`config.mk`:
```
export PLATFORM = sky130hd
export DESIGN_NAME = crop_pass_sequencer
export DESIGN_NICKNAME = d
export VERILOG_FILES = /design/src/rtl/crop_seq_pkg.sv /design/src/rtl/bmp_hdr_capture.sv /design/src/rtl/crop_pass_sequencer.sv
export SDC_FILE = /design/constraint.sdc
export NUM_CORES = 1
export LEC_CHECK = 0
export CORE_MARGIN = 2
export CORE_UTILIZATION = 45
export DETAILED_ROUTE_END_ITERATION = 8
export PLACE_DENSITY = 0.69
export SLEW_MARGIN = 0
export SYNTH_ARGS = -nofsm -noshare
export SYNTH_HDL_FRONTEND = slang
export SYNTH_HIERARCHICAL = 1
export SYNTH_SLANG_ARGS = --single-unit
```
`constraint.sdc`:
```
create_clock -name CLOCK_50 -period 7.5 [get_ports CLOCK_50]
set_clock_uncertainty 0.2 [all_clocks]
set_input_delay 1.5 -clock CLOCK_50 [delete_from_list [all_inputs] [get_ports CLOCK_50]]
set_output_delay 1.5 -clock CLOCK_50 [all_outputs]
set_load 0.05 [all_outputs]
```
`src/rtl/crop_seq_pkg.sv`:
```
// rtl/crop_seq_pkg.sv - shared types, header offsets and stride helper for the crop pass sequencer
package crop_seq_pkg;

   typedef enum logic [2:0] {
      S_IDLE,
      S_HDR_RD,
      S_HDR_CHK,
      S_SCAN,
      S_CROP_ARM,
      S_CROP,
      S_DONE
   } state_t;

   typedef enum logic [2:0] {
      STAT_OK      = 3'd0,
      STAT_BAD_SIG = 3'd1,
      STAT_BAD_BPP = 3'd2,
      STAT_BAD_DIM = 3'd3,
      STAT_EMPTY   = 3'd4,
      STAT_TIMEOUT = 3'd5
   } status_t;

   localparam int OFS_SIG      = 0;
   localparam int OFS_PIX_BASE = 10;
   localparam int OFS_WIDTH    = 18;
   localparam int OFS_HEIGHT   = 22;
   localparam int OFS_BPP      = 28;
   localparam int HDR_BYTES    = 30;

   // 24bpp row length rounded up to a 4-byte boundary; callers truncate to their address width
   function automatic logic [31:0] padded_stride(input logic [31:0] w);
      return (w * 32'd3 + 32'd3) & ~32'd3;
   endfunction

endpackage

```
`src/rtl/bmp_hdr_capture.sv`:
```
// rtl/bmp_hdr_capture.sv - sequential BMP header reader and field capture
import crop_seq_pkg::*;

module bmp_hdr_capture #(
   parameter int ADDR_W = 16
) (
   input  logic              clk,
   input  logic              reset,
   input  logic              go,
   output logic              rd_en,
   output logic [ADDR_W-1:0] rd_addr,
   input  logic [7:0]        rd_data,
   output logic [15:0]       sig,
   output logic [31:0]       pix_base,
   output logic [31:0]       width,
   output logic [31:0]       height,
   output logic [15:0]       bpp,
   output logic              last,
   output logic              valid
);

   localparam logic [ADDR_W-1:0] LAST_ADDR = ADDR_W'(HDR_BYTES - 1);

   logic       cap_en;
   logic [4:0] cap_addr;

   // the final header byte is being captured this cycle; every field is complete next cycle
   assign last = cap_en && (cap_addr == 5'(HDR_BYTES - 1));

   // read address generator: one byte per cycle from 0 to HDR_BYTES-1
   always_ff @(posedge clk) begin
      if (reset) begin
         rd_en   <= 1'b0;
         rd_addr <= '0;
      end else if (go) begin
         rd_en   <= 1'b1;
         rd_addr <= '0;
      end else if (rd_en) begin
         if (rd_addr == LAST_ADDR) rd_en <= 1'b0;
         else rd_addr <= rd_addr + ADDR_W'(1);
      end
   end

   // memory returns data one cycle after the address, so track which byte is arriving
   always_ff @(posedge clk) begin
      if (reset) begin
         cap_en   <= 1'b0;
         cap_addr <= '0;
      end else begin
         cap_en   <= rd_en;
         cap_addr <= rd_addr[4:0];
      end
   end

   // steer each arriving little-endian byte into its field
   always_ff @(posedge clk) begin
      if (reset) begin
         sig      <= '0;
         pix_base <= '0;
         width    <= '0;
         height   <= '0;
         bpp      <= '0;
      end else if (cap_en) begin
         case (cap_addr)
            5'(OFS_SIG):          sig[7:0]        <= rd_data;
            5'(OFS_SIG + 1):      sig[15:8]       <= rd_data;
            5'(OFS_PIX_BASE):     pix_base[7:0]   <= rd_data;
            5'(OFS_PIX_BASE + 1): pix_base[15:8]  <= rd_data;
            5'(OFS_PIX_BASE + 2): pix_base[23:16] <= rd_data;
            5'(OFS_PIX_BASE + 3): pix_base[31:24] <= rd_data;
            5'(OFS_WIDTH):        width[7:0]      <= rd_data;
            5'(OFS_WIDTH + 1):    width[15:8]     <= rd_data;
            5'(OFS_WIDTH + 2):    width[23:16]    <= rd_data;
            5'(OFS_WIDTH + 3):    width[31:24]    <= rd_data;
            5'(OFS_HEIGHT):       height[7:0]     <= rd_data;
            5'(OFS_HEIGHT + 1):   height[15:8]    <= rd_data;
            5'(OFS_HEIGHT + 2):   height[23:16]   <= rd_data;
            5'(OFS_HEIGHT + 3):   height[31:24]   <= rd_data;
            5'(OFS_BPP):          bpp[7:0]        <= rd_data;
            5'(OFS_BPP + 1):      bpp[15:8]       <= rd_data;
            default: ;
         endcase
      end
   end

   // fields-complete flag, cleared whenever a new read sequence begins
   always_ff @(posedge clk) begin
      if (reset || go) valid <= 1'b0;
      else if (last) valid <= 1'b1;
   end

endmodule

```
`src/rtl/crop_pass_sequencer.sv`:
```
// rtl/crop_pass_sequencer.sv - BMP crop pass controller; optional engine watchdog via CROP_SEQ_WATCHDOG_EN
import crop_seq_pkg::*;

module crop_pass_sequencer #(
   parameter int ADDR_W      = 16,
   parameter int DIM_W       = 12,
   parameter int MAX_DIM     = 2048,
   parameter int WDOG_CYCLES = 2**20
) (
   input  logic              CLOCK_50,
   input  logic              reset,
   input  logic              start,
   output logic              busy,
   output logic              done,
   output logic [2:0]        status,
   output logic              hdr_rd_en,
   output logic [ADDR_W-1:0] hdr_rd_addr,
   input  logic [7:0]        hdr_rd_data,
   output logic [DIM_W-1:0]  img_width,
   output logic [DIM_W-1:0]  img_height,
   output logic [ADDR_W-1:0] row_stride,
   output logic [ADDR_W-1:0] pix_base,
   output logic              scan_start,
   input  logic              scan_done,
   input  logic [DIM_W-1:0]  bbox_x0,
   input  logic [DIM_W-1:0]  bbox_y0,
   input  logic [DIM_W-1:0]  bbox_x1,
   input  logic [DIM_W-1:0]  bbox_y1,
   input  logic              bbox_empty,
   output logic              crop_start,
   input  logic              crop_done,
   output logic [DIM_W-1:0]  crop_width,
   output logic [DIM_W-1:0]  crop_height,
   output logic [ADDR_W-1:0] crop_stride
);

   state_t      state, next_state;
   status_t     next_code, hdr_code;
   logic        accept, hdr_last, hdr_valid, bbox_bad, wdog_hit;
   logic [15:0] hdr_sig, hdr_bpp;
   logic [31:0] hdr_pix_base, hdr_width, hdr_height;

   bmp_hdr_capture #(.ADDR_W(ADDR_W)) u_hdr (
      .clk      (CLOCK_50),
      .reset    (reset),
      .go       (accept),
      .rd_en    (hdr_rd_en),
      .rd_addr  (hdr_rd_addr),
      .rd_data  (hdr_rd_data),
      .sig      (hdr_sig),
      .pix_base (hdr_pix_base),
      .width    (hdr_width),
      .height   (hdr_height),
      .bpp      (hdr_bpp),
      .last     (hdr_last),
      .valid    (hdr_valid)
   );

   assign accept   = start && (state == S_IDLE || state == S_DONE);
   assign bbox_bad = (bbox_x1 < bbox_x0) || (bbox_y1 < bbox_y0) ||
                     (bbox_x1 >= img_width) || (bbox_y1 >= img_height);

   // header validation; the first failing check decides the code
   always_comb begin
      hdr_code = STAT_OK;
      if (hdr_sig != 16'h4D42)
         hdr_code = STAT_BAD_SIG;
      else if (hdr_bpp != 16'd24)
         hdr_code = STAT_BAD_BPP;
      else if (hdr_width == 32'd0 || hdr_width > 32'(MAX_DIM) ||
               hdr_height == 32'd0 || hdr_height[31] || hdr_height > 32'(MAX_DIM))
         hdr_code = STAT_BAD_DIM;
   end

`ifdef CROP_SEQ_WATCHDOG_EN
   localparam int WDOG_W = $clog2(WDOG_CYCLES + 1);
   logic [WDOG_W-1:0] wdog_cnt;

   // per-pass engine timer, restarted on every state change
   always_ff @(posedge CLOCK_50) begin
      if (reset || next_state != state) wdog_cnt <= '0;
      else if (state == S_SCAN || state == S_CROP) wdog_cnt <= wdog_cnt + WDOG_W'(1);
   end

   assign wdog_hit = (state == S_SCAN || state == S_CROP) && (wdog_cnt == WDOG_W'(WDOG_CYCLES));
`else
   assign wdog_hit = 1'b0;
`endif

   // state register
   always_ff @(posedge CLOCK_50) begin
      if (reset) state <= S_IDLE;
      else state <= next_state;
   end

   // next state plus the status code to publish when entering DONE
   always_comb begin
      next_state = state;
      next_code  = STAT_OK;
      case (state)
         S_IDLE, S_DONE: if (start) next_state = S_HDR_RD;
         S_HDR_RD:       if (hdr_last) next_state = S_HDR_CHK;
         S_HDR_CHK: begin
            if (hdr_valid) begin
               if (hdr_code != STAT_OK) begin
                  next_state = S_DONE;
                  next_code  = hdr_code;
               end else begin
                  next_state = S_SCAN;
               end
            end
         end
         S_SCAN: begin
            if (scan_done) begin
               if (bbox_empty) begin
                  next_state = S_DONE;
                  next_code  = STAT_EMPTY;
               end else if (bbox_bad) begin
                  next_state = S_DONE;
                  next_code  = STAT_BAD_DIM;
               end else begin
                  next_state = S_CROP_ARM;
               end
            end else if (wdog_hit) begin
               next_state = S_DONE;
               next_code  = STAT_TIMEOUT;
            end
         end
         S_CROP_ARM: next_state = S_CROP;
         S_CROP: begin
            if (crop_done) begin
               next_state = S_DONE;
            end else if (wdog_hit) begin
               next_state = S_DONE;
               next_code  = STAT_TIMEOUT;
            end
         end
         default: next_state = S_IDLE;
      endcase
   end

   // registered outputs: handshake, status and geometry publication
   always_ff @(posedge CLOCK_50) begin
      if (reset) begin
         busy        <= 1'b0;
         done        <= 1'b0;
         status      <= '0;
         scan_start  <= 1'b0;
         crop_start  <= 1'b0;
         img_width   <= '0;
         img_height  <= '0;
         row_stride  <= '0;
         pix_base    <= '0;
         crop_width  <= '0;
         crop_height <= '0;
         crop_stride <= '0;
      end else begin
         scan_start <= (state == S_HDR_CHK) && (next_state == S_SCAN);
         crop_start <= (state == S_CROP_ARM);
         if (accept) begin
            busy   <= 1'b1;
            done   <= 1'b0;
            status <= '0;
         end else if (state != S_DONE && next_state == S_DONE) begin
            busy   <= 1'b0;
            done   <= 1'b1;
            status <= next_code;
         end
         if (state == S_HDR_CHK && next_state == S_SCAN) begin
            img_width  <= DIM_W'(hdr_width);
            img_height <= DIM_W'(hdr_height);
            row_stride <= ADDR_W'(padded_stride(hdr_width));
            pix_base   <= ADDR_W'(hdr_pix_base);
         end
         if (state == S_SCAN && next_state == S_CROP_ARM) begin
            crop_width  <= bbox_x1 - bbox_x0 + DIM_W'(1);
            crop_height <= bbox_y1 - bbox_y0 + DIM_W'(1);
         end
         if (state == S_CROP_ARM)
            crop_stride <= ADDR_W'(padded_stride(32'(crop_width)));
      end
   end

endmodule

```
==> flow_summary.ini <==
[global_routing]
track_usage_pct = 21.4
grt_use_met1_pct = 27.5
grt_pass1_wl_um = 53000
grt_pass1_vias = 10300
overflow = 0
grt.busiest_layer = met2
grt_max_degree = 99
use_met2_pct = 37.6
antenna_found_initial = 0
grt_use_met3_pct = 2.84

[routing]
vias = 10600
dr.pass1.iters = 7
wl_per_cell_um = 16.6
drt_wl_total_um = 33100
drc_errors = 0
routed_via_density = 5.31
ant_nets = 0
drt_first_iter_violations = 758

[yosys]
synth_area_per_cell_um2 = 9.03
syn-cell-area_um2 = 13000
syn_inst = 1439
synth_warnings = 6

[placed_design]
dp_hpwl_um = 23900
dp_slack_ns = 2.68
portBuffers = 175
gp_congestion = 0.868

[cells_and_area]
area_growth_pct = 22.0
fin_util_pct = 55.6
fillers = 2619
layout.nets = 1792
final_cell_mix = dfxtp_1 (236), nor2_1 (232), mux2i_1 (178), clkdlybuf4s50_1 (174), ha_1 (129)
final_common_cell = dfxtp_1
n_antenna_cell = 0
drive_gt1_share_pct = 4.29

[setup_path]
arrival_ns = 4.55
cp-end-kind = flop
worstSetupPathType = in2reg
r2r_start = u_hdr/width[2]
worstReg2RegEnd = done
start_kind = input pin
cp_max_fo = 2
critPathLaunch = bbox_x0[1]
worstPathRequired_ns = 7.76
ff2ff_setup_slack_ns = 3.94
rr_worst_depth = 10

[clocking]
cts_resized = 0
htree_levels = 1
clockRootBuffer = clkbuf_16
clk_transition_reported_paths_ns = 0.06
clk_latency_ns = 0.55
cts_setup_buffers = 0
postCtsHoldBufs = 0
cts_sinks = 236
cts_tree = done
cts_buffers = 26
clk_path_buf_depth = 3

[timing]
fin_ws_ns = 3.20
finalSetupViolCount = 0
finalHoldViolations = 0
drv_slew = 0
rsz0062_at_grt = false
fmax_mhz = 233
slew_headroom_pct = 33.1
worst_slew_pin_slew_ns = 1.00
fin_crit_sh_pct = 57.3
post-route-min-period_ns = 4.30
tns_ns = 0

[hold_path]
hold_end = crop_stride[5]
hold_path_depth = 2
min_from = crop_stride[5]
min_path_type = reg2reg

[power_and_ir_drop]
ir_drop_v = 0.000171
total_power_mw = 2.82
power_density_nw_per_um2 = 178
p_leak_nw = 6.66

[floorplan]
rows = 62
dieHeight_um = 174
core_area_um2 = 28500
num_io_pins = 182
start_util_pct = 45.5
die_area_um2 = 30300
die-width_um = 174

[outcome]
outcome = finished clean

[flow_run]
cap_viol_max_count = 0
==> critical path, cell delays in order <==
cell	delay, ns
clkdlybuf4s50_1	0.49
inv_1	0.06
ha_1	0.28
inv_1	0.04
ha_1	0.21
inv_1	0.07
fa_1	0.20
o21bai_1	0.08
a21oi_1	0.23
o21ai_0	0.10
and2_1	0.17
o41ai_1	0.50
mux2i_1	0.14
or3_1	0.36
a21oi_1	0.14
==> registers in the layout, indices dropped and copies added (netlist names), 3 cells and up <==
signal          count
u_hdr/height       32
u_hdr/width        32
pix_base           16
u_hdr/bpp          16
u_hdr/pix_base     16
u_hdr/rd_addr      16
u_hdr/sig          16
row_stride         14
crop_height        12
crop_stride        12
crop_width         12
img_height         12
img_width          12
u_hdr/cap_addr      5
state               3
status              3
==> metal layers <==
metal / routed length [um] / share of wire [%]
met3: 1610 / 4.9
met5: 0 / 0
met4: 767 / 2.3
met1: 14800 / 45
met2: 15900 / 48
==> layout make-up <==
cell class / instances / area, um^2 / share of cell area (%)
clock inverters: 11 / 140 / 0.884
flip-flops and latches: 236 / 4720 / 29.8
inverters: 108 / 405 / 2.56
multi-input cells: 1036 / 7580 / 47.8
repair buffers: 181 / 1800 / 11.3
well taps: 384 / 480 / 3.03
clock buffers: 36 / 728 / 4.59
==> worst max path at each step <==
stage                     cells past startpoint              to
after floorplan                              12  crop_width[11]
after global placement                       15  crop_width[11]
after detailed placement                     15  crop_width[11]
after CTS                                    15  crop_width[11]
after global routing                         15  crop_width[11]
final                                        15  crop_width[11]
==> metrics by stage <==
step	cells	cell area (um^2)	hold slack, ns
floorplan	1444	13000	0.231
global placement	1945	15000	0.240
detailed placement	1945	15000	0.243
CTS	1992	15900	0.251
global route	1992	15900	0.268
finish	1992	15900	0.248
==> where the power goes <==
part,switching (mW),internal [mW]
logic,0.158,0.112
registers,0.00686,1.26
clock network,0.529,0.752
Note: power is estimated with default switching activity, not from simulation.
